## config.mk

```make
export PLATFORM = sky130hd
export DESIGN_NAME = ulpi_link_adapter
export DESIGN_NICKNAME = d
export VERILOG_FILES = /design/src/rtl/ulpi_link_pkg.sv /design/src/rtl/ulpi_link_adapter_rxcmd_decode.sv /design/src/rtl/ulpi_link_adapter.sv
export SDC_FILE = /design/constraint.sdc
export NUM_CORES = 1
export LEC_CHECK = 0
export BUFFER_PORTS_ARGS = -buffer_cell sky130_fd_sc_hd__clkbuf_2
export CORE_MARGIN = 3
export CORE_UTILIZATION = 35
export CTS_CLUSTER_SIZE = 25
export DETAILED_ROUTE_END_ITERATION = 12
export GPL_TIMING_DRIVEN = 0
export HOLD_SLACK_MARGIN = 0.08
export SLEW_MARGIN = 0
export SYNTH_ARGS = -nofsm -noshare
export SYNTH_HDL_FRONTEND = slang
export SYNTH_HIERARCHICAL = 1
export SYNTH_SLANG_ARGS = --single-unit
```

## constraint.sdc

```tcl
create_clock -name clk_i -period 2.16 [get_ports clk_i]
set_clock_uncertainty 0.05 [all_clocks]
set_input_delay 0.432 -clock clk_i [delete_from_list [all_inputs] [get_ports clk_i]]
set_output_delay 0.432 -clock clk_i [all_outputs]
set_load 0.03 [all_outputs]
```

## src/rtl/ulpi_link_pkg.sv

```systemverilog
// Shared encodings for the link-side ULPI adapter: FSM states, command prefixes,
// RX CMD field layout and the Function Control register image.
package ulpi_link_pkg;

  localparam logic [3:0] ST_IDLE     = 4'd0;
  localparam logic [3:0] ST_TX_CMD   = 4'd1;
  localparam logic [3:0] ST_TX_DATA  = 4'd2;
  localparam logic [3:0] ST_TX_STP   = 4'd3;
  localparam logic [3:0] ST_REG_CMD  = 4'd4;
  localparam logic [3:0] ST_REG_DATA = 4'd5;
  localparam logic [3:0] ST_REG_STP  = 4'd6;
  localparam logic [3:0] ST_RX_TURN  = 4'd7;
  localparam logic [3:0] ST_RX       = 4'd8;
  localparam logic [3:0] ST_RX_EXIT  = 4'd9;

  localparam logic [1:0] TXCMD_PFX = 2'b01;
  localparam logic [1:0] REGW_PFX  = 2'b10;

  localparam int RXCMD_LS_LSB   = 0;
  localparam int RXCMD_VBUS_LSB = 2;
  localparam int RXCMD_EVT_LSB  = 4;

  localparam logic [1:0] RXEVT_INACTIVE = 2'b00;
  localparam logic [1:0] RXEVT_ACTIVE   = 2'b01;
  localparam logic [1:0] RXEVT_HOSTDISC = 2'b10;
  localparam logic [1:0] RXEVT_ERROR    = 2'b11;

  localparam int FC_XCVR_LSB   = 0;
  localparam int FC_TERM       = 2;
  localparam int FC_OPMODE_LSB = 3;
  localparam int FC_RESET      = 5;
  localparam int FC_SUSPENDM   = 6;

  // PHY reset bit is never requested from here; it stays 0 in every write.
  function automatic logic [7:0] fctrl_byte(input logic       suspendm,
                                            input logic [1:0] op_mode,
                                            input logic       term,
                                            input logic [1:0] xcvr);
    logic [7:0] b;
    b = 8'h00;
    b[FC_XCVR_LSB +: 2]   = xcvr;
    b[FC_TERM]            = term;
    b[FC_OPMODE_LSB +: 2] = op_mode;
    b[FC_RESET]           = 1'b0;
    b[FC_SUSPENDM]        = suspendm;
    return b;
  endfunction

endpackage

```

## src/rtl/ulpi_link_adapter_rxcmd_decode.sv

```systemverilog
// Registered demux of PHY-driven bus cycles: nxt=1 bytes are RX data,
// nxt=0 bytes are RX CMDs that update linestate / rxactive / rxerror.
module ulpi_rxcmd_decode
  import ulpi_link_pkg::*;
(
  input  logic       clk_i,
  input  logic       rst_i,
  input  logic       in_turn,
  input  logic       in_rx,
  input  logic       in_exit,
  input  logic       tx_abort,
  input  logic       dir,
  input  logic       nxt,
  input  logic [7:0] bus,
  output logic [7:0] rx_data,
  output logic       rx_valid,
  output logic       rx_active,
  output logic       rx_error,
  output logic [1:0] line_state
);

  logic [1:0] evt;
  assign evt = bus[RXCMD_EVT_LSB +: 2];

  always_ff @(posedge clk_i) begin
    if (rst_i) begin
      rx_data    <= 8'h00;
      rx_valid   <= 1'b0;
      rx_active  <= 1'b0;
      rx_error   <= 1'b0;
      line_state <= 2'b00;
    end else begin
      rx_valid <= 1'b0;
      if (in_turn) begin
        if (nxt) rx_active <= 1'b1;
      end else if (in_rx && dir) begin
        if (nxt) begin
          rx_data  <= bus;
          rx_valid <= 1'b1;
        end else begin
          line_state <= bus[RXCMD_LS_LSB +: 2];
          rx_active  <= (evt == RXEVT_ACTIVE) || (evt == RXEVT_ERROR);
          rx_error   <= (evt == RXEVT_ERROR);
        end
      end else if (in_exit) begin
        // linestate deliberately survives the exit turnaround
        rx_active <= 1'b0;
        rx_error  <= 1'b0;
      end else if (tx_abort) begin
        rx_error <= 1'b0;
      end
    end
  end

endmodule

```

## src/rtl/ulpi_link_adapter.sv

```systemverilog
// Link-side ULPI controller: UTMI TX -> TXCMD/data/stp, PHY bus cycles -> UTMI RX,
// and Function Control register writes whenever opmode/xcvr/term change.
module ulpi_link_adapter
  import ulpi_link_pkg::*;
#(
  parameter logic [5:0] FCTRL_ADDR = 6'h04,
  parameter logic       SUSPENDM   = 1'b1
) (
  input  logic       clk_i,
  input  logic       rst_i,
  input  logic [7:0] ulpi_data_i,
  output logic [7:0] ulpi_data_o,
  input  logic       ulpi_dir_i,
  input  logic       ulpi_nxt_i,
  output logic       ulpi_stp_o,
  input  logic [7:0] utmi_data_out_i,
  input  logic       utmi_txvalid_i,
  output logic       utmi_txready_o,
  output logic [7:0] utmi_data_in_o,
  output logic       utmi_rxvalid_o,
  output logic       utmi_rxactive_o,
  output logic       utmi_rxerror_o,
  output logic [1:0] utmi_linestate_o,
  input  logic [1:0] utmi_op_mode_i,
  input  logic [1:0] utmi_xcvrselect_i,
  input  logic       utmi_termselect_i
);

  logic [3:0] st, st_nxt;
  logic [7:0] data_q, data_nxt;
  logic       stp_q;
  logic       fctrl_dirty;
  logic [4:0] fc_q, fc_in;
  logic       reg_data_entry;

  assign fc_in          = {utmi_op_mode_i, utmi_termselect_i, utmi_xcvrselect_i};
  assign reg_data_entry = (st == ST_REG_CMD) && ulpi_nxt_i && !ulpi_dir_i;

  // dir always wins: any command not yet accepted by nxt is abandoned.
  always_comb begin
    st_nxt = st;
    case (st)
      ST_IDLE:     if (ulpi_dir_i)          st_nxt = ST_RX_TURN;
                   else if (utmi_txvalid_i) st_nxt = ST_TX_CMD;
                   else if (fctrl_dirty)    st_nxt = ST_REG_CMD;
      ST_TX_CMD:   if (ulpi_dir_i)          st_nxt = ST_RX_TURN;
                   else if (ulpi_nxt_i)     st_nxt = ST_TX_DATA;
      ST_TX_DATA:  if (ulpi_dir_i)          st_nxt = ST_RX_TURN;
                   else if (!utmi_txvalid_i) st_nxt = ST_TX_STP;
      ST_REG_CMD:  if (ulpi_dir_i)          st_nxt = ST_RX_TURN;
                   else if (ulpi_nxt_i)     st_nxt = ST_REG_DATA;
      ST_REG_DATA: if (ulpi_dir_i)          st_nxt = ST_RX_TURN;
                   else if (ulpi_nxt_i)     st_nxt = ST_REG_STP;
      ST_RX_TURN:  st_nxt = ST_RX;
      ST_RX:       if (!ulpi_dir_i)         st_nxt = ST_RX_EXIT;
      ST_TX_STP, ST_REG_STP, ST_RX_EXIT:
                   st_nxt = ulpi_dir_i ? ST_RX_TURN : ST_IDLE;
      default:     st_nxt = ST_IDLE;
    endcase
  end

  // Bus byte is registered off the next state; the register payload is
  // frozen while REG_DATA waits for nxt.
  always_comb begin
    data_nxt = 8'h00;
    case (st_nxt)
      ST_TX_CMD:   data_nxt = {TXCMD_PFX, 2'b00, utmi_data_out_i[3:0]};
      ST_REG_CMD:  data_nxt = {REGW_PFX, FCTRL_ADDR};
      ST_REG_DATA: data_nxt = (st == ST_REG_DATA) ? data_q :
                              fctrl_byte(SUSPENDM, utmi_op_mode_i,
                                         utmi_termselect_i, utmi_xcvrselect_i);
      default:     data_nxt = 8'h00;
    endcase
  end

  always_ff @(posedge clk_i) begin
    if (rst_i) begin
      st          <= ST_IDLE;
      data_q      <= 8'h00;
      stp_q       <= 1'b0;
      fctrl_dirty <= 1'b1;
      fc_q        <= 5'b0;
    end else begin
      st     <= st_nxt;
      data_q <= data_nxt;
      stp_q  <= (st_nxt == ST_TX_STP) || (st_nxt == ST_REG_STP);
      if (reg_data_entry) fc_q <= fc_in;
      if (st == ST_REG_STP)   fctrl_dirty <= (fc_in != fc_q);
      else if (fc_in != fc_q) fctrl_dirty <= 1'b1;
    end
  end

  assign ulpi_data_o    = (st == ST_TX_DATA) ? utmi_data_out_i : data_q;
  assign ulpi_stp_o     = stp_q;
  assign utmi_txready_o = ((st == ST_TX_CMD) || (st == ST_TX_DATA)) &&
                          ulpi_nxt_i && !ulpi_dir_i && utmi_txvalid_i;

  ulpi_rxcmd_decode u_rx (
    .clk_i      (clk_i),
    .rst_i      (rst_i),
    .in_turn    (st == ST_RX_TURN),
    .in_rx      (st == ST_RX),
    .in_exit    (st == ST_RX_EXIT),
    .tx_abort   ((st == ST_TX_DATA) && ulpi_dir_i),
    .dir        (ulpi_dir_i),
    .nxt        (ulpi_nxt_i),
    .bus        (ulpi_data_i),
    .rx_data    (utmi_data_in_o),
    .rx_valid   (utmi_rxvalid_o),
    .rx_active  (utmi_rxactive_o),
    .rx_error   (utmi_rxerror_o),
    .line_state (utmi_linestate_o)
  );

endmodule

```

==> metrics <==
Die Height=between 70 and 80 um; # DRC=0; RD Place Congestion=0.8236; ys flop type=dfxtp_1; Rel. slew slack=63.22%; final period utilization=98.78%; global-route wire length before repair=7845 um; Final nets=between 200 and 300; CTS tree=done; commonest non-fill, non-tap cells in the layout=clkbuf_2, dfxtp_1, nand2_1, a21oi_1, nor2_1; initial antenna violation count=0; Final Hold Fails=0; post-place setup slack=-55.56 ps; vias per inst=just over 5; # setup viols final=0; commonest non-fill, non-tap cell in the layout=clkbuf_2; Util after Layout=between 40% and 50%; hpwl dp=around 3500 um; synthesized area=1877 um^2; Post-synth EDFFs=0; Max Clock Freq=0.4687 GHz; final WL=~5000 um; RSZ-0062 raised after global routing=yes; Netlist cell types=56; Die Wd=just under 80 um; Max-Cap Viols=0; DRT antenna net count=0; core footprint=about 5100 um^2; # IOs=just under 50; sequential area share after synthesis=about a third; total chip power=about 1.7 mW; Area growth syn-to-layout=31.07%; HP Class=input pin to flip-flop; Root Buffer=clkbuf_8; layout cell share with drive strength beyond 1=37.17%; Avg WL per Cell=between 10 and 15 um; # fillers=532; Synth warnings=6; Max IR drop VDD=roughly 0.00041 V; Max Buffers Root-to-Sink=2; CTS hold repair buffers=0; die area=between 6000 and 7000 um^2; Startpoint Class=flip-flop; flops & latches, synth=31; Synth Net Count=around 230; setup ws final=26.44 ps; Overflow after GRT=0; Tmin final=between 2000 and 2500 ps; DRT Pass-1 Iters=4; Total GRT Usage=15.97%; # rows=26; Crit Path Class=flip-flop to output port; vias in the first global route=approximately 1600; pin count of the biggest net entering global routing=11; Pwr Density=a little under 700 nW/um^2; critical path fanouts, max=5; Worst Tran Pin Value=between 500 and 600 ps; Synth Area per Inst=9.111 um^2; Synth Instances=just over 200; CTS Buf Count=5; nature of the critical path endpoint=output port; WP data arrival=roughly 1700 ps; Crit path required time=about 1700 ps; Inserted Diodes=0; clock slew at reported path FFs=70 ps; total number of vias=approximately 1700; clock sinks=31; H-tree Lvls=2; outcome=finished, final reports clean; port bufs=between 40 and 50; P_leak=between 1 and 1.5 nW; Clock Latency Late Sink=between 200 and 300 ps; Initial DRC Count=a little over 100; Starting Density=between 30% and 40%; fraction of registers with async set or reset after synthesis=0%; Slew Limit Fails=0
[state kept, by name (all words and copies together), names as in the netlist]
name	cells
data_q	7
fc_q	5
fctrl_dirty	1
st	4
u_rx/line_state	2
u_rx/rx_active	1
u_rx/rx_data	8
u_rx/rx_error	1
u_rx/rx_valid	1
ulpi_stp_o	1
[path summary, 6_finish.rpt]
check,from,to,slack (ps),cells after the start
worst min register to register,u_rx/rx_data[1]$_SDFFE_PP0P_,u_rx/rx_data[1]$_SDFFE_PP0P_,410,2
worst min-delay path,ulpi_data_i[3],u_rx/rx_data[3]$_SDFFE_PP0P_,310,3
worst max-delay path,st[2]$_SDFF_PP0_,ulpi_data_o[1],30,4
worst max register to register,st[2]$_SDFF_PP0_,data_q[3]$_SDFFE_PP0P_,130,7
[metal layers]
layer,vias up,global-route usage [%],share of wire [%]
li1,866,-,-
met4,0,5.155,1.0
met5,-,0,0
met3,6,4.082,3.8
met2,33,25.93,47
met1,807,20.63,48
[metrics by stage]
step | instances | hold slack, ps | cell area, um^2 | TNS, ps
6_report | 339 | 310.9 | 2460 | 0
5_1_grt | 339 | 312.6 | 2460 | -68.73
4_1_cts | 335 | 299.8 | 2357 | 0
3_5_place_dp | 324 | 398.9 | 2205 | -855.8
3_3_place_gp | 324 | 392.7 | 2205 | -276.1
2_1_floorplan | 206 | 403.9 | 1877 | 0
[cells by family (layout without fill, tap and decap cells)]
| logic type | after synthesis | after routing | share of synthesized area [%] |
|---|---|---|---|
| AOI/OAI and AO/OA | 52 | 52 | 23.13 |
| muxes | 16 | 16 | 9.000 |
| DFF | 31 | 31 | 33.07 |
| buffers and inverters | 15 | 77 | 4.933 |
| xor gates and xnor gates | 6 | 6 | 2.800 |
| and+or+nand+nor | 86 | 87 | 27.07 |
[report_power, final]
part	total, mW	switching (mW)	internal (mW)	leakage (nW)
logic	0.556	0.308	0.248	0.713
registers	0.629	0.0280	0.601	0.253
clock network	0.517	0.228	0.290	0.0505
[cell usage after synthesis (all sizes together), types with 2 or more instances]
| cell type | n | area share [%] |
|---|---|---|
| dfxtp | 31 | 33 |
| nand2 | 26 | 5.2 |
| a21oi | 17 | 4.7 |
| nor2 | 16 | 3.6 |
| nand2b | 12 | 4.0 |
| mux2i | 9 | 4.8 |
| buf | 7 | 3.3 |
| mux2 | 7 | 4.2 |
| o21ai | 7 | 1.9 |
| and2 | 5 | 1.7 |
| inv | 5 | 1.0 |
| nor3b | 5 | 2.0 |
| xor2 | 5 | 2.3 |
| a2111oi | 4 | 3.1 |
| nor3 | 4 | 1.1 |
| a211o | 3 | 1.4 |
| a211oi | 3 | 1.9 |
| a21o | 3 | 1.2 |
| and2b | 3 | 1.5 |
| clkbuf | 3 | 0.60 |
| nand3 | 3 | 0.80 |
| nor4b | 3 | 3.0 |
| o211ai | 3 | 1.9 |
| a221oi | 2 | 1.9 |
| a22oi | 2 | 1.1 |
| nor2b | 2 | 0.80 |
| o211a | 2 | 1.1 |
[worst max-delay path, stage by stage, from the launching register on]
cell and delay, ps:
dfxtp_1 310, buf_6 130, nor4b_4 440, mux2_4 350, buf_6 140
[cell type report]
| class | count | area [um^2] | area share (%) |
|---|---|---|---|
| multi-input combinational | 161 | 1217 | 49.49 |
| sequential | 31 | 629.4 | 25.58 |
| timing repair buffer | 54 | 329.1 | 13.38 |
| clock buffer | 7 | 96.34 | 3.917 |
| tap | 70 | 87.58 | 3.561 |
| buffer | 10 | 73.82 | 3.001 |
| inverter | 5 | 18.77 | 0.7630 |
| clock inverter | 1 | 7.507 | 0.3052 |
[what timing repair did]
action	CTS	global route
resized for setup	5	35
setup buffers	2	4
gates cloned	1	0
pin swaps	1	3
setup endpoints to repair	17	13
Power figures use the tool's default switching activity.
